File: config.mk
export PLATFORM = sky130hd
export DESIGN_NAME = hazard_stall_unit
export DESIGN_NICKNAME = d
export VERILOG_FILES = /design/src/rtl/hazard_stall_unit_pkg.sv /design/src/rtl/hazard_stall_unit_sat_counter.sv /design/src/rtl/hazard_stall_unit.sv
export SDC_FILE = /design/constraint.sdc
export NUM_CORES = 1
export LEC_CHECK = 0
export ABC_CLOCK_PERIOD_IN_PS = 5900
export CELL_PAD_IN_SITES_DETAIL_PLACEMENT = 1
export CELL_PAD_IN_SITES_GLOBAL_PLACEMENT = 1
export CORE_UTILIZATION = 37
export DETAILED_ROUTE_END_ITERATION = 8
export HOLD_SLACK_MARGIN = 0.08
export PLACE_DENSITY = 0.81
export SYNTH_ARGS = -nofsm -noshare
export SYNTH_HDL_FRONTEND = slang
export SYNTH_SLANG_ARGS = --single-unit
export TNS_END_PERCENT = 50
File: constraint.sdc
create_clock -name clk_i -period 5.9 [get_ports clk_i]
set_input_delay 1.18 -clock clk_i [delete_from_list [all_inputs] [get_ports clk_i]]
set_output_delay 1.18 -clock clk_i [all_outputs]
set_load 0.05 [all_outputs]
File: src/rtl/hazard_stall_unit_pkg.sv
// hazard_stall_unit_pkg
//   Shared pipeline definitions for the hazard/stall control block:
//   - hsu_state_e            : FSM state encoding (RUN, MEM_WAIT, HALT)
//   - DEFAULT_TIMEOUT_CYCLES : MEM_WAIT cycles before a memory timeout
//   - DEFAULT_CNT_W          : default width of the stall statistics counter
//   - reg_hazard()           : non-zero destination register matches an ID source
package hazard_stall_unit_pkg;

  typedef enum logic [1:0] {
    ST_RUN      = 2'd0,
    ST_MEM_WAIT = 2'd1,
    ST_HALT     = 2'd2
  } hsu_state_e;

  localparam int unsigned DEFAULT_TIMEOUT_CYCLES = 255;
  localparam int unsigned DEFAULT_CNT_W          = 16;

  // Register 0 is hard-wired to zero, so a write to it never creates a hazard.
  function automatic logic reg_hazard(input logic [4:0] dst,
                                      input logic [4:0] src_a,
                                      input logic [4:0] src_b);
    return (dst != 5'd0) && ((dst == src_a) || (dst == src_b));
  endfunction

endpackage

File: src/rtl/hazard_stall_unit_sat_counter.sv
// sat_counter
//   Parameterized-width incrementer that sticks at all-ones.
//   Ports:
//     clk_i   : clock, rising edge
//     rst_i   : asynchronous active-low reset, clears the count
//     inc_i   : increment request for this cycle
//     count_o : current count (registered)
module sat_counter #(
  parameter int unsigned W = 16
) (
  input  logic         clk_i,
  input  logic         rst_i,
  input  logic         inc_i,
  output logic [W-1:0] count_o
);

  logic [W-1:0] count_q;
  logic [W-1:0] count_d;

  always_comb begin
    count_d = count_q;
    if (inc_i && (count_q != '1)) begin
      count_d = count_q + 1'b1;
    end
  end

  always_ff @(posedge clk_i or negedge rst_i) begin
    if (!rst_i) begin
      count_q <= '0;
    end else begin
      count_q <= count_d;
    end
  end

  assign count_o = count_q;

endmodule

File: src/rtl/hazard_stall_unit.sv
// hazard_stall_unit
//   Pipeline hazard / stall controller. A three-state FSM (RUN, MEM_WAIT,
//   HALT) handles data-memory waits and timeouts; in RUN it also detects
//   load-use and branch data hazards and requests branch flushes. All
//   control outputs are combinational (Mealy) from state and inputs.
//   Ports:
//     clk_i, rst_i                      : clock, async active-low reset
//     IDEX_* / EXMEM_* / IFID_*, Branch_i : pipeline register info
//     DMem_req_i, DMem_ready_i          : data-memory handshake
//     PCWrite_o, IFIDWrite_o            : PC / IF-ID register enables
//     IDEX_Bubble_o, IFID_Flush_o       : bubble insertion / IF-ID flush
//     MemStall_o, Timeout_o             : memory freeze / timeout flags
//     StallCount_o                      : saturating count of PC-stall cycles
module hazard_stall_unit
  import hazard_stall_unit_pkg::*;
#(
  parameter int unsigned TIMEOUT_CYCLES = DEFAULT_TIMEOUT_CYCLES,
  parameter int unsigned CNT_W          = DEFAULT_CNT_W
) (
  input  logic             clk_i,
  input  logic             rst_i,
  input  logic             IDEX_MemRead_i,
  input  logic             IDEX_RegWrite_i,
  input  logic [4:0]       IDEX_RegisterRt_i,
  input  logic [4:0]       IDEX_RegisterRd_i,
  input  logic             EXMEM_MemRead_i,
  input  logic [4:0]       EXMEM_RegisterRd_i,
  input  logic [4:0]       IFID_RegisterRs_i,
  input  logic [4:0]       IFID_RegisterRt_i,
  input  logic             Branch_i,
  input  logic             DMem_req_i,
  input  logic             DMem_ready_i,
  output logic             PCWrite_o,
  output logic             IFIDWrite_o,
  output logic             IDEX_Bubble_o,
  output logic             IFID_Flush_o,
  output logic             MemStall_o,
  output logic             Timeout_o,
  output logic [CNT_W-1:0] StallCount_o
);

  // The wait counter only ever holds 0 .. TIMEOUT_CYCLES-1; the cycle that
  // would make it reach TIMEOUT_CYCLES moves the FSM to HALT instead.
  localparam int unsigned WAIT_W = (TIMEOUT_CYCLES < 2) ? 1 : $clog2(TIMEOUT_CYCLES);
  localparam logic [WAIT_W-1:0] WAIT_LAST = WAIT_W'(TIMEOUT_CYCLES - 1);

  hsu_state_e        state_q, state_d;
  logic [WAIT_W-1:0] wait_cnt_q, wait_cnt_d;

  logic data_stall;
  logic run_rules;
  logic pc_write, ifid_write, bubble, flush, mem_stall, timeout;

  // Data hazards: load-use in EX, branch on an ALU result in EX, and branch
  // on a load still in MEM (the latter gives the second stall cycle of a
  // load-then-branch pair).
  assign data_stall =
      (IDEX_MemRead_i && reg_hazard(IDEX_RegisterRt_i, IFID_RegisterRs_i, IFID_RegisterRt_i)) ||
      (Branch_i && IDEX_RegWrite_i &&
       reg_hazard(IDEX_RegisterRd_i, IFID_RegisterRs_i, IFID_RegisterRt_i)) ||
      (Branch_i && EXMEM_MemRead_i &&
       reg_hazard(EXMEM_RegisterRd_i, IFID_RegisterRs_i, IFID_RegisterRt_i));

  always_comb begin
    state_d    = state_q;
    wait_cnt_d = '0;
    run_rules  = 1'b0;
    pc_write   = 1'b1;
    ifid_write = 1'b1;
    bubble     = 1'b0;
    flush      = 1'b0;
    mem_stall  = 1'b0;
    timeout    = 1'b0;

    unique case (state_q)
      ST_RUN: begin
        if (DMem_req_i && !DMem_ready_i) begin
          pc_write   = 1'b0;
          ifid_write = 1'b0;
          mem_stall  = 1'b1;
          state_d    = ST_MEM_WAIT;
        end else begin
          run_rules = 1'b1;
        end
      end
      ST_MEM_WAIT: begin
        if (!DMem_ready_i) begin
          pc_write   = 1'b0;
          ifid_write = 1'b0;
          mem_stall  = 1'b1;
          if (wait_cnt_q == WAIT_LAST) begin
            state_d = ST_HALT;
          end else begin
            wait_cnt_d = wait_cnt_q + 1'b1;
          end
        end else begin
          // Access completes: this cycle already behaves like RUN.
          run_rules = 1'b1;
          state_d   = ST_RUN;
        end
      end
      ST_HALT: begin
        pc_write   = 1'b0;
        ifid_write = 1'b0;
        mem_stall  = 1'b1;
        timeout    = 1'b1;
      end
      default: begin
        state_d = ST_RUN;
      end
    endcase

    if (run_rules) begin
      if (data_stall) begin
        pc_write   = 1'b0;
        ifid_write = 1'b0;
        bubble     = 1'b1;
      end else if (Branch_i) begin
        flush = 1'b1;
      end
    end

    // Outputs follow reset immediately, independent of the clock.
    if (!rst_i) begin
      pc_write   = 1'b0;
      ifid_write = 1'b0;
      bubble     = 1'b1;
      flush      = 1'b0;
      mem_stall  = 1'b0;
      timeout    = 1'b0;
    end
  end

  always_ff @(posedge clk_i or negedge rst_i) begin
    if (!rst_i) begin
      state_q    <= ST_RUN;
      wait_cnt_q <= '0;
    end else begin
      state_q    <= state_d;
      wait_cnt_q <= wait_cnt_d;
    end
  end

  sat_counter #(
    .W(CNT_W)
  ) u_stall_cnt (
    .clk_i   (clk_i),
    .rst_i   (rst_i),
    .inc_i   (!pc_write),
    .count_o (StallCount_o)
  );

  assign PCWrite_o     = pc_write;
  assign IFIDWrite_o   = ifid_write;
  assign IDEX_Bubble_o = bubble;
  assign IFID_Flush_o  = flush;
  assign MemStall_o    = mem_stall;
  assign Timeout_o     = timeout;

endmodule

==> impl_summary.txt <==
----------------------------------------------------
[Run status]
  Status ... complete, but fails checks
  Failing checks ... design-rule violations

[Global route]
  Antenna violations before repair ... 0
  Wire length of the first global-routing pass ... 7950 µm
  Vias in the first global route ... 1607
  Largest net degree at the start of global routing ... 22
  Overall global routing resource usage ... 20.8%
  Aggregate global routing overflow ... 0

[Route]
  Violation count after the first detailed-route iteration ... 58
  Overall routed net length ... 4760 µm
  Pre-antenna DRT Iters ... 6
  Number of nets still failing antenna checks after routing ... 0
  Ratio of routed vias to standard cells ... 5.17
  Wire length per cell after detailed routing ... 16.5 µm
  DRC violations left ... 6
  Vias after detailed routing ... 1490

[Die]
  Initial Util ... 39.0%
  Standard-cell row count ... 24
  Die W ... 70.5 µm
  Die Outline Area ... 0.00496 mm²
  Vert. Die Dim ... 70.5 µm
  Core outline area ... 0.00444 mm²
  I/O pin total ... 55

[Power and ir drop]
  Sequential power share ... 35.6%
  Internal Power ... 406 µW
  Switching share of total power ... 38.9%
  Power per cell area ... 279 mW/mm²
  IR Drop Worst-Case VDD ... 194 µV
  Portion of total power attributed to combinational logic ... 41.7%
  Overall power after layout ... 665 µW
  Switching power ... 259 µW
  LEAKAGE ... 0.00101 µW
  Clock Power Share ... 22.7%

[STA]
  Final Skew ... 5.81 ps
  Unrepaired setup endpoints after global routing ... false
  Clock period minus worst slack ... 5130 ps
  Final-layout setup total negative slack ... 0 ps
  Worst slew margin relative to its limit ... 59.7%
  Slew at the pin closest to its max-slew limit ... 602 ps
  Total of endpoints with negative setup slack in the final report ... 0
  Fin. Hold Viols ... 0
  Number of max-slew violations in the final report ... 0
  Share of the cycle needed by the critical path after routing ... 86.9%
  Max Fclk ... 195 MHz

[Synthesis]
  Dominant cell by count in the synthesized netlist ... sky130_fd_sc_hd__xnor2_1
  Register bit count reported by yosys ... 26
  Warning count from the yosys run ... 0
  Leading cell types by count after synthesis ... sky130_fd_sc_hd__xnor2_1 (27), sky130_fd_sc_hd__dfrtp_1 (26), sky130_fd_sc_hd__xor2_1 (24)
  Syn nets ... 218
  Synth top area share ... 37.5%
  Async set-reset flop share out of synthesis ... 100%
  Sequential area share after synthesis ... 37.5%
  Count of distinct cell types in the synthesized netlist ... 34
  Number of enable flip-flop cells after synthesis ... 0
  Leading area contributor after synthesis ... sky130_fd_sc_hd__dfrtp_1
  Number of cells produced by synthesis ... 182
  Cell area after synthesis ... 0.00173 mm²
  Syn avg cell area ... 9.53 µm²
  Predominant post-synthesis flop cell ... sky130_fd_sc_hd__dfrtp_1
  Cell types with the largest area share after synthesis ... sky130_fd_sc_hd__dfrtp_1 (38%), sky130_fd_sc_hd__xnor2_1 (14%), sky130_fd_sc_hd__xor2_1 (12%), sky130_fd_sc_hd__nor2_1 (4.8%), sky130_fd_sc_hd__nand3_1 (4.3%)

[CTS]
  CTS tree ... yes
  Total clock sinks ... 26
  Inserted Clock Buffers ... 3
  Clock slew at reported path FFs ... 90 ps
  Hold buffer count at CTS ... 0
  Bufs on Longest Clock Path ... 2
  Clock Latency Late Sink ... 280 ps
  # Post-CTS Setup Buffers ... 0
  Post-cts repair resize count ... 0
  Max H-tree Level ... 1
  Clk root buf ... sky130_fd_sc_hd__clkbuf_8

[Cells and area]
  Final Non-Filler Cells ... 288
  Utilization after layout ... 53.7%
  Final net count ... 273
  Fraction of layout instances using a drive strength above 1 ... 6.36%
  Final-layout fill cell count ... 517
  Final instance area ... 0.00238 mm²
  Layout Area Growth over Synthesis ... 37.5%
  Number of antenna diodes ... 0

[Worst setup path]
  Worst reg2reg startpoint ... u_stall_cnt.count_o[5]$_DFFE_PN0P_
  Arr. time, crit path ... 3950 ps
  Worst-case register-to-register setup slack ... 3730 ps
  Series of cell instances along the critical path ... clkdlybuf4s50_1, or3_1, o311a_1, a22oi_2, and3_1, a21oi_1, a21oi_1, clkdlybuf4s50_1
  Worst path max stage delay ... 850 ps
  Crit path capture type ... primary output
  Critical-path maximum fanout ... 3
  Launching element type of the critical path ... input pin
  Largest delay contributor family on the critical path ... buffers and inverters
  Cell depth of the worst flop-to-flop path ... 6
  Required time of the critical path ... 4720 ps
  CP bufs+invs ... 2
  Capturing point of the worst reg2reg path ... u_stall_cnt.count_o[1]$_DFFE_PN0P_
  Type of the worst setup path ... in -> out
  Slowest cell on the critical path ... sky130_fd_sc_hd__clkdlybuf4s50_1

[Placement]
  Port Buffers ... 54
  Placed Cells ... 284
  Half-perimeter wire length after detailed placement ... 3700 µm
  Dpl cell area ... 0.00231 mm²
  GPL Wtd Cong ... 0.764

[Flow run]
  Max capacitance violation total ... 0

[Min path]
  Worst min-delay path endpoint ... u_stall_cnt.count_o[7]$_DFFE_PN0P_
  Type of the most critical hold path ... reg -> reg
  Hold Startpoint ... u_stall_cnt.count_o[7]$_DFFE_PN0P_
  WHS Path Cells ... 1

----------------------------------------------------
worst max path at each step:
stage | startpoint | to | slack [ps] | depth (start not counted)
4_1_cts | EXMEM_RegisterRd_i[0] | PCWrite_o | 750 | 8
3_5_place_dp | EXMEM_RegisterRd_i[0] | IFIDWrite_o | 750 | 8
3_3_place_gp | EXMEM_RegisterRd_i[0] | IFIDWrite_o | 810 | 8
2_1_floorplan | EXMEM_RegisterRd_i[0] | PCWrite_o | 1010 | 7
6_report | EXMEM_RegisterRd_i[0] | PCWrite_o | 770 | 8
5_1_grt | EXMEM_RegisterRd_i[0] | IFIDWrite_o | 670 | 8
logic make-up after synthesis:
| logic type | share of synthesized area, % |
|---|---|
| DFF | 37.5 |
| and+or+nand+nor | 24.6 |
| xor gates and xnor gates | 25.8 |
| adders and majority gates | 2.16 |
| muxes | 0.866 |
| buffers and inverters | 2.38 |
| AOI/OAI and AO/OA | 6.71 |
power by group through the flow:
stage	Combinational, µW	Sequential (µW)	Clock (µW)
after detailed placement	278	239	0
after CTS	280	236	154
after global placement	274	240	0
final	278	237	151
after global routing	296	242	162
after floorplan	93.0	319	0
routing by layer:
metal	up-vias	routed length (µm)	GRT usage, %
met5	-	0	0
met4	0	55	5.67
met3	4	163	2.89
met2	29	2240	34.5
met1	728	2300	28.2
li1	729	-	-
area by class of cell:
| class | count | area (µm²) | area share (%) |
|---|---|---|---|
| clock buffer | 3 | 41.3 | 1.73 |
| clock inverter | 1 | 30.0 | 1.26 |
| inverter | 2 | 7.51 | 0.315 |
| multi-input combinational | 149 | 1040 | 43.7 |
| sequential | 26 | 651 | 27.3 |
| tap | 52 | 65.1 | 2.73 |
| timing repair buffer | 55 | 548 | 23.0 |
layout by cell type (no fill, tap or decap), drive strengths merged, types with 2 or more instances in the layout:
master          n
dfrtp          26
nor3            6
o22ai           2
o311a           2
nand2          15
inv             2
ha              3
or3             2
and3            9
xnor2          27
xor2           24
and4            2
a2111oi         2
a21oi           2
clkbuf          3
nor3b           2
nand3          15
nor2           22
nand4           4
clkdlybuf4s50  54
flip-flops by register name (all words and copies together), names as in the netlist:
| register | flops |
|---|---|
| wait_cnt_q | 8 |
| u_stall_cnt.count_o | 16 |
| state_q | 2 |
metrics by stage:
step           setup WS, ps  hold WS [ps]
2_1_floorplan          1010           494
3_3_place_gp            814           477
3_5_place_dp            750           476
4_1_cts                 746           495
5_1_grt                 665           532
6_report                770           493
Power figures use the tool's default switching activity.
